===== config.mk =====
export PLATFORM = sky130hd
export DESIGN_NAME = wts_channel_volume_mux
export DESIGN_NICKNAME = d
export VERILOG_FILES = /design/src/rtl/wts_pkg.sv /design/src/rtl/wts_scale_round.sv /design/src/rtl/wts_channel_volume_mux.sv
export SDC_FILE = /design/constraint.sdc
export NUM_CORES = 1
export LEC_CHECK = 0
export ABC_CLOCK_PERIOD_IN_PS = 9800
export CORE_ASPECT_RATIO = 0.9
export CORE_UTILIZATION = 30
export CTS_BUF_LIST = sky130_fd_sc_hd__clkbuf_16
export CTS_CLUSTER_DIAMETER = 30
export DETAILED_ROUTE_END_ITERATION = 12
export PLACE_DENSITY = 0.51
export REMOVE_ABC_BUFFERS = 1
export SLEW_MARGIN = 5
export SYNTH_ARGS = -nofsm -noshare
export SYNTH_HDL_FRONTEND = slang
export SYNTH_SLANG_ARGS = --single-unit
export TNS_END_PERCENT = 10

===== constraint.sdc =====
create_clock -name clk -period 9.8 [get_ports clk]
set_input_delay 1.47 -clock clk [delete_from_list [all_inputs] [get_ports clk]]
set_output_delay 1.47 -clock clk [all_outputs]
set_load 0.02 [all_outputs]

===== src/rtl/wts_pkg.sv =====
// Shared defaults and helpers for the wave table channel volume pipeline.
package wts_pkg;

    localparam int DEF_NCH    = 5;
    localparam int DEF_CH_W   = 3;
    localparam int DEF_WAVE_W = 8;
    localparam int DEF_ENV_W  = 8;
    localparam int DEF_VOL_W  = 4;
    localparam int DEF_MIX_W  = 11;

    // Ceiling log2; returns 0 for n <= 1.
    function automatic int clog2(input int n);
        int r;
        r = 0;
        while ((1 << r) < n) begin
            r = r + 1;
        end
        return r;
    endfunction

    // Clamp a signed value into the range of a signed field of the given width.
    function automatic logic signed [63:0] sat_signed(input logic signed [63:0] value,
                                                      input int unsigned        width);
        logic signed [63:0] maxv;
        logic signed [63:0] minv;
        maxv = (64'sd1 <<< (width - 1)) - 64'sd1;
        minv = -(64'sd1 <<< (width - 1));
        if (value > maxv) begin
            return maxv;
        end else if (value < minv) begin
            return minv;
        end
        return value;
    endfunction

endpackage


===== src/rtl/wts_scale_round.sv =====
// Signed x unsigned scale by k/2**K_W, result rounded toward zero.
// |k/2**K_W| < 1 so the result always fits back into IN_W bits.
module wts_scale_round #(
    parameter int IN_W = 8,
    parameter int K_W  = 8
) (
    input  logic signed [IN_W-1:0] a_i,
    input  logic        [K_W-1:0]  k_i,
    output logic signed [IN_W-1:0] y_o
);

    localparam int P_W = IN_W + K_W + 1;

    logic signed [P_W-1:0] prod;
    logic signed [P_W-1:0] shifted;
    logic                  rnd;

    // Multiply, floor-shift, then nudge negative inexact results up by one.
    always_comb begin
        prod    = P_W'(a_i) * P_W'($signed({1'b0, k_i}));
        shifted = prod >>> K_W;
        rnd     = prod[P_W-1] & (|prod[K_W-1:0]);
        y_o     = IN_W'(shifted + {{(P_W-1){1'b0}}, rnd});
    end

endmodule


===== src/rtl/wts_channel_volume_mux.sv =====
// Time-multiplexed channel volume stage: envelope scale, volume scale with
// mute, per-channel output and a saturated per-frame mix.
module wts_channel_volume_mux
    import wts_pkg::*;
#(
    parameter int NCH    = DEF_NCH,
    parameter int CH_W   = DEF_CH_W,
    parameter int WAVE_W = DEF_WAVE_W,
    parameter int ENV_W  = DEF_ENV_W,
    parameter int VOL_W  = DEF_VOL_W,
    parameter int MIX_W  = DEF_MIX_W
) (
    input  logic              clk,
    input  logic              nreset,
    input  logic              in_valid,
    input  logic [CH_W-1:0]   in_ch,
    input  logic [WAVE_W-1:0] in_wave,
    input  logic [ENV_W:0]    in_envelope,
    input  logic [VOL_W-1:0]  in_volume,
    input  logic              in_mute,
    input  logic              in_last,
    output logic              ch_valid,
    output logic [CH_W-1:0]   ch_index,
    output logic [WAVE_W-1:0] ch_out,
    output logic              mix_valid,
    output logic [MIX_W-1:0]  mix_out
);

    localparam int ACC_W  = WAVE_W + clog2(NCH) + 1;
    localparam int STAGES = 3;

    // valid travels alongside the data; bit i is stage i+1
    logic [STAGES-1:0] vld_pipe_q;

    // S1: captured slot
    logic signed [WAVE_W-1:0] s1_wave_q;
    logic        [ENV_W:0]    s1_env_q;
    logic        [VOL_W-1:0]  s1_vol_q;
    logic                     s1_mute_q;
    logic                     s1_last_q;
    logic        [CH_W-1:0]   s1_ch_q;

    // S2: envelope-scaled sample
    logic signed [WAVE_W-1:0] s2_e_q;
    logic        [VOL_W-1:0]  s2_vol_q;
    logic                     s2_mute_q;
    logic                     s2_last_q;
    logic        [CH_W-1:0]   s2_ch_q;

    // S3: outputs and frame accumulator
    logic signed [WAVE_W-1:0] ch_out_q;
    logic        [CH_W-1:0]   ch_index_q;
    logic                     mix_valid_q;
    logic signed [MIX_W-1:0]  mix_out_q;
    logic signed [ACC_W-1:0]  acc_q;

    logic signed [WAVE_W-1:0] env_scaled;
    logic signed [WAVE_W-1:0] vol_scaled;
    logic signed [WAVE_W-1:0] e_d;
    logic signed [WAVE_W-1:0] v_d;
    logic signed [ACC_W-1:0]  sum_d;
    logic signed [MIX_W-1:0]  mix_sat_d;

    wts_scale_round #(.IN_W(WAVE_W), .K_W(ENV_W)) u_env_scale (
        .a_i (s1_wave_q),
        .k_i (s1_env_q[ENV_W-1:0]),
        .y_o (env_scaled)
    );

    wts_scale_round #(.IN_W(WAVE_W), .K_W(VOL_W)) u_vol_scale (
        .a_i (s2_e_q),
        .k_i (s2_vol_q),
        .y_o (vol_scaled)
    );

    // Bypass, mute, and the running sum that the S3 slot would produce.
    always_comb begin
        e_d       = s1_env_q[ENV_W] ? s1_wave_q : env_scaled;
        v_d       = s2_mute_q ? '0 : vol_scaled;
        sum_d     = acc_q + {{(ACC_W-WAVE_W){v_d[WAVE_W-1]}}, v_d};
        mix_sat_d = MIX_W'(sat_signed({{(64-ACC_W){sum_d[ACC_W-1]}}, sum_d}, MIX_W));
    end

    // Valid shift register; no backpressure, so it always advances.
    always_ff @(posedge clk or negedge nreset) begin
        if (!nreset) begin
            vld_pipe_q <= '0;
        end else begin
            vld_pipe_q <= {vld_pipe_q[STAGES-2:0], in_valid};
        end
    end

    // S1 capture of the incoming slot.
    always_ff @(posedge clk or negedge nreset) begin
        if (!nreset) begin
            s1_wave_q <= '0;
            s1_env_q  <= '0;
            s1_vol_q  <= '0;
            s1_mute_q <= 1'b0;
            s1_last_q <= 1'b0;
            s1_ch_q   <= '0;
        end else begin
            s1_wave_q <= in_wave;
            s1_env_q  <= in_envelope;
            s1_vol_q  <= in_volume;
            s1_mute_q <= in_mute;
            s1_last_q <= in_last;
            s1_ch_q   <= in_ch;
        end
    end

    // S2 envelope step result plus sidebands.
    always_ff @(posedge clk or negedge nreset) begin
        if (!nreset) begin
            s2_e_q    <= '0;
            s2_vol_q  <= '0;
            s2_mute_q <= 1'b0;
            s2_last_q <= 1'b0;
            s2_ch_q   <= '0;
        end else begin
            s2_e_q    <= e_d;
            s2_vol_q  <= s1_vol_q;
            s2_mute_q <= s1_mute_q;
            s2_last_q <= s1_last_q;
            s2_ch_q   <= s1_ch_q;
        end
    end

    // S3 outputs and mix; the last slot publishes the sum and restarts at 0
    // so a following frame's first slot accumulates from a clean base.
    always_ff @(posedge clk or negedge nreset) begin
        if (!nreset) begin
            ch_out_q    <= '0;
            ch_index_q  <= '0;
            mix_valid_q <= 1'b0;
            mix_out_q   <= '0;
            acc_q       <= '0;
        end else begin
            mix_valid_q <= 1'b0;
            if (vld_pipe_q[1]) begin
                ch_out_q   <= v_d;
                ch_index_q <= s2_ch_q;
                if (s2_last_q) begin
                    mix_out_q   <= mix_sat_d;
                    mix_valid_q <= 1'b1;
                    acc_q       <= '0;
                end else begin
                    acc_q <= sum_d;
                end
            end
        end
    end

    assign ch_valid  = vld_pipe_q[STAGES-1];
    assign ch_index  = ch_index_q;
    assign ch_out    = ch_out_q;
    assign mix_valid = mix_valid_q;
    assign mix_out   = mix_out_q;

endmodule


# Word level (Yosys, flattened, before mapping)
# Index checks and enable logic that the tools add are counted.
[op_classes]
magnitude_cmp = 2
n_reduce_logical = 3
bitwise = 2
n_mux = 10
shifts = 0
n_addsub = 3
div = 0
n_eq_ne = 0
n_mul = 2
[ops]
columns = ["cell", "n"]
rows = [
  ["11-bit two-way mux", 3],
  ["8-bit by 9-bit multiplier with 17-bit output", 1],
  ["8-bit by 2-bit adder with 8-bit output", 2],
  ["8-bit two-way mux", 2],
  ["8-bit by 5-bit multiplier with 13-bit output", 1],
  ["12-bit adder", 1],
  ["12-bit by 11-bit greater-than comparator with 1-bit output, second input constant", 1],
  ["12-bit by 11-bit less-than comparator with 1-bit output, second input constant", 1],
  ["12-bit two-way mux", 1],
  ["8-bit OR reduction", 1],
  ["1-bit two-way mux", 4],
  ["4-bit OR reduction", 1],
  ["1-bit bitwise AND", 2],
  ["2-bit AND reduction", 1],
]
[totals]
rom_bits = 0
memories = 0
latchBits = 0
ff_bits = 81
ram_bits = 0

# Logic depth before layout (Yosys ltp)
[depth]
word_depth = 10
ltp_mapped = 31

# Hierarchy
# A second synthesis with hierarchy kept.
[hier_totals]
cells_unflattened = 689
hier_area_um2 = 7048.0
[by_module_without_submodules]
columns = ["mod", "cells_each", "area_each_um2", "seq_area_each_um2", "instances"]
rows = [
  ["wts_channel_volume_mux", 252, 3295.7, 2026.9, 1],
  ["wts_scale_round (u_env_scale)", 267, 2362.3, 0.0, 1],
  ["wts_scale_round (u_vol_scale)", 170, 1390.1, 0.0, 1],
]

# Worst setup path after synthesis
# No wires, ideal clock.
[synth_path]
path_type = "register to register"
start = "reg s2_vol_q[2]"
end = "reg mix_out_q[5] (netlist: mix_out[5])"
required_time_ns = 9.666
path_slack_ns = 3.247
path_stages_with_launch = 29
arrival_time_ns = 6.420
setup_time_ns = 0.134
cell_sequence = "dfrtp_1 > and2_1 > ha_1 > inv_1 > fa_1 > fa_1 > inv_1 > ha_1 > a211o_1 > nand2_1 > a31oi_1 > a21o_1 > a21oi_1 > xnor2_1 > nor2_1 > ha_1 > ha_1 > nor2b_1 > ha_1 > a21o_1 > a21oi_1 > o21ai_0 > o41ai_1 > o2111ai_1 > a21oi_1 > xnor3_2 > or2_1 > a21oi_1 > a211oi_1"
[synth_via]
elab_chain_len = 10
word_cells_on_any_way = 12
[synth_lines]
columns = ["item", "line_no", "source"]
rows = [
  ["start, declared", "wts_channel_volume_mux.sv:45", "logic [VOL_W-1:0] s2_vol_q;"],
  ["start signal, assigned", "wts_channel_volume_mux.sv:122", "s2_vol_q <= s1_vol_q;"],
  ["8-bit by 5-bit multiplier with 13-bit output *", "wts_scale_round.sv:20", "prod = P_W'(a_i) * P_W'($signed({1'b0, k_i}));"],
  ["4-bit OR reduction", "wts_scale_round.sv:22", "rnd = prod[P_W-1] & (|prod[K_W-1:0]);"],
  ["1-bit bitwise AND", "wts_scale_round.sv:22", ""],
  ["8-bit by 2-bit adder with 8-bit output *", "wts_scale_round.sv:23", "y_o = IN_W'(shifted + {{(P_W-1){1'b0}}, rnd});"],
  ["8-bit two-way mux *", "wts_channel_volume_mux.sv:79", "v_d = s2_mute_q ? '0 : vol_scaled;"],
  ["net v_d[1]", "wts_channel_volume_mux.sv:60", "logic signed [WAVE_W-1:0] v_d;"],
  ["12-bit adder *", "wts_channel_volume_mux.sv:80", "sum_d = acc_q + {{(ACC_W-WAVE_W){v_d[WAVE_W-1]}}, v_d};"],
  ["12-bit by 11-bit less-than comparator with 1-bit output", "wts_pkg.sv:30", "end else if (value < minv) begin"],
  ["1-bit two-way mux", "wts_pkg.sv:30", ""],
  ["1-bit two-way mux", "wts_pkg.sv:28", "if (value > maxv) begin"],
  ["11-bit two-way mux *", "wts_pkg.sv:33", "return value;"],
  ["end signal, assigned", "wts_channel_volume_mux.sv:144", "mix_out_q <= mix_sat_d;"],
  ["end, declared", "wts_channel_volume_mux.sv:54", "logic signed [MIX_W-1:0] mix_out_q;"],
]
# Mark *: on every way through the listed nets, which the timed path passes. The rest lies on a longest branch.
# A chain may end at the register's enable or synchronous reset.

# Final worst setup path
# Ends and elaborated chain as after synthesis.

==> PnR_summary.wiki <==
{| class="wikitable"
! Metric !! Value
|-
| Most frequent cells in the layout || sky130_fd_sc_hd__inv_1, sky130_fd_sc_hd__ha_1, sky130_fd_sc_hd__dfrtp_1
|-
| Clk_lat worst skew || ~340 ps
|-
| Post-layout instance area || between 8000 and 9000 um2
|-
| Total number of vias || roughly 4800
|-
| Count of endpoints failing setup in the final report || 0
|-
| Relative slew slack || a little under half
|-
| Gpl congestion || approximately 0.76
|-
| Worst Tran Pin Value || between 700 and 800 ps
|-
| DR DRC count || 0
|-
| Final net count || a little over 900
|-
| Post-Route Skew || around 6.6 ps
|-
| Global-route wire length before repair || between 20 and 25 mm
|-
| Synthesis-stage register bit count || approximately 80
|-
| GRT Residual Overflow || 0
|-
| CTS tree || done
|-
| Number of resized instances in the post-cts repair step || 0
|-
| Clock buffers created by TritonCTS || 9
|-
| Final period demand of the worst path || just over 7000 ps
|-
| Commonest non-fill, non-tap cell in the layout || sky130_fd_sc_hd__inv_1
|-
| Initial antenna violation count || 0
|-
| Number of H-tree levels || 3
|-
| Total I/O pin count || 53
|-
| Total routing usage reported by global routing || around an eighth
|-
| Worst min-delay path class || reg2reg
|-
| Mean post-synth cell area || 9.92 um2
|-
| Setup repair after global routing missed its margin || no
|-
| Critical setup path kind || reg2reg
|-
| Static power due to leakage || 3.88 nW
|-
| Filler Cell Count || between 2000 and 2500
|-
| Startpoint class of the critical path || flip-flop
|-
| Setup Fix Bufs, Post-CTS || 0
|-
| Wire per inst || between 10 and 15 um
|-
| Sink count of the clock tree || 81
|-
| Most frequent CP cell || sky130_fd_sc_hd__ha_1
|-
| Post-route ant nets || 0
|-
| Number of buffers added to fix hold violations after cts || 0
|-
| Data required time of the critical path || ~10000 ps
|-
| Part of the total power dissipated in combinational logic || roughly two thirds
|-
| TritonRoute pass-1 iters || 4
|-
| Yosys warns || 0
|-
| Share of flip-flops with an asynchronous set or reset after synthesis || 100%
|-
| Initial Util || 30.6%
|-
| Post-Route WL || around 14 mm
|-
| Element type at the critical path end || flip-flop
|-
| DRT iter0 DRCs || 133
|-
| Average via count per standard cell || 4.52
|-
| Site Rows || between 50 and 60
|-
| Unique masters post-synth || 62
|-
| FMAX || between 100 and 150 MHz
|-
| Final cycle utilization of the critical path || between 70% and 80%
|-
| Mapped cell area || approximately 6900 um2
|-
| Post-DP Area || approximately 8000 um2
|-
| Clock transition at the registers of the reported paths || about 60 ps
|-
| Detailed-placement wirelength estimate || between 10 and 15 mm
|-
| Stage delay of the slowest cell on the critical path || 560 ps
|-
| Maximum number of pins on one net before global-route repair || 62
|-
| Hold Vio Cnt, Final || 0
|-
| Worst hold stages || 0
|-
| Die Ht || 146 um
|-
| Setup slack of the critical path after layout || around 2600 ps
|-
| Number of cell instances on the worst register-to-register path || 28
|-
| Number of violations of the max-capacitance limit || 0
|-
| Maximum count of clock buffers along a single path || 2
|-
| VDD IR max || 0.147 mV
|-
| Share of the yosys chip area belonging to registers || around 29%
|-
| Final sum of negative setup slack || 0 ps
|-
| Buffer cell driving the clock tree root || sky130_fd_sc_hd__clkbuf_16
|-
| Result of the run || finished, final reports clean
|-
| Via count of the first global-routing pass || about 5000
|-
| Proportion of layout cells with a drive suffix above 1 || 5.42%
|-
| Number of synthesized flops with an enable pin || 0
|-
| Core ar. || about 23000 um2
|-
| Width of the die || 162 um
|-
| Number of instances in the synthesized netlist || ~700
|-
| Switching power total || ~1.2 mW
|-
| Total power density per cell area || between 300 and 400 nW/um2
|-
| Sequential cell fraction of total power || 18.1%
|-
| Net Sw Frac || 45.0%
|-
| Antenna Cells || 0
|-
| Max-slew violation total from the final report || 0
|-
| Internal Pwr Total || approximately 1.4 mW
|-
| Synth-to-layout area growth || 17.1%
|-
| Slowest-stage cell, CP || sky130_fd_sc_hd__o41ai_1
|-
| Port Buffers || 52
|-
| Data arrival time of the critical path || around 7400 ps
|-
| Largest driver fanout on the critical path || 8
|-
| Relative contribution of the clock network to total power || 13.6%
|-
| Predominant post-synthesis flop cell || sky130_fd_sc_hd__dfrtp_1
|-
| Die Area || approximately 24000 um2
|-
| Place WS || about 2600 ps
|}
## flip-flops by register name (all words and copies together) (netlist names)
name and cells:
acc_q 12, mix_out 11, s1_env_q 9, ch_out 8
s1_wave_q 8, s2_e_q 8, s1_vol_q 4, s2_vol_q 4
ch_index 3, s1_ch_q 3, s2_ch_q 3, vld_pipe_q 3
mix_valid 1, s1_last_q 1, s1_mute_q 1, s2_last_q 1
s2_mute_q 1
## critical path: cells and delay by family, from the launching register on
kind | cells | cell delay, ps
simple gates | 5 | 870
flops | 1 | 440
xor+xnor | 2 | 510
compound gates | 12 | 2690
fa+ha+maj | 7 | 2450
buf+inv | 2 | 90
## logic make-up after synthesis
family                     after synthesis  synth area share, %
DFF                                     81                 29.3
muxes                                   14                 2.28
and+or+nand+nor                        210                 16.0
adders and majority gates              137                 30.8
buffers and inverters                  123                 6.68
AOI/OAI and AO/OA                       94                 9.30
xor gates and xnor gates                38                 5.63
## area by class of cell
class,instances,area [um2],share of cell area (%)
clock buffer,9,225,2.78
clock inverter,6,85.1,1.05
inverter,114,428,5.29
multi-input combinational,493,4430,54.7
sequential,81,2030,25.0
tap,297,372,4.59
timing repair buffer,54,533,6.58
## final timing paths
path                       slack [ps]                  start                endpoint
hold reg to reg                   350   s1_ch_q[1]$_DFF_PN0_    s2_ch_q[1]$_DFF_PN0_
hold / removal                    350   s1_ch_q[1]$_DFF_PN0_    s2_ch_q[1]$_DFF_PN0_
setup reg to reg                 2630  s2_vol_q[2]$_DFF_PN0_  mix_out[5]$_DFFE_PN0P_
max in group asynchronous        7730                 nreset     s2_e_q[7]$_DFF_PN0_
setup / recovery                 2630  s2_vol_q[2]$_DFF_PN0_  mix_out[5]$_DFFE_PN0P_
min in group asynchronous        1000                 nreset    s2_ch_q[0]$_DFF_PN0_
## Yosys cell counts, drive strengths merged (13+ instances only)
library cell	count	area, um2
a21oi	20	100
and2	55	344
dfrtp	81	2030
fa	55	1100
ha	82	1030
inv	113	424
mux2	14	158
nand2	58	225
nand2b	14	87.6
nor2	33	126
o21ai	26	130
xnor2	21	184
xor2	13	114
## power by group through the flow
stage	combinational [mW]	sequential, mW	clock, mW
detailed placement	1.78	0.481	0
global route	2.05	0.486	0.385
CTS	1.81	0.476	0.370
global placement	1.79	0.481	0
finish	1.78	0.473	0.355
floorplan	1.35	0.507	0
## stage by stage
stage | utilization (%) | cells | hold slack [ps] | total power, mW
final | 35.9 | 1054 | 347 | 2.61
after global routing | 35.9 | 1054 | 354 | 2.92
after CTS | 35.9 | 1054 | 350 | 2.65
after detailed placement | 34.5 | 1039 | 337 | 2.26
after global placement | 34.5 | 1039 | 333 | 2.27
after floorplan | - | 688 | 331 | 1.85
## routing by layer
metal | vias to the layer above | GRT usage (%) | wire (um)
met5 | - | 0 | 0
li1 | 2407 | - | -
met4 | 0 | 2.83 | 110
met3 | 8 | 2.24 | 487
met1 | 2291 | 18.3 | 7120
met2 | 62 | 20.2 | 6200
Note: power is estimated with default switching activity, not from simulation.
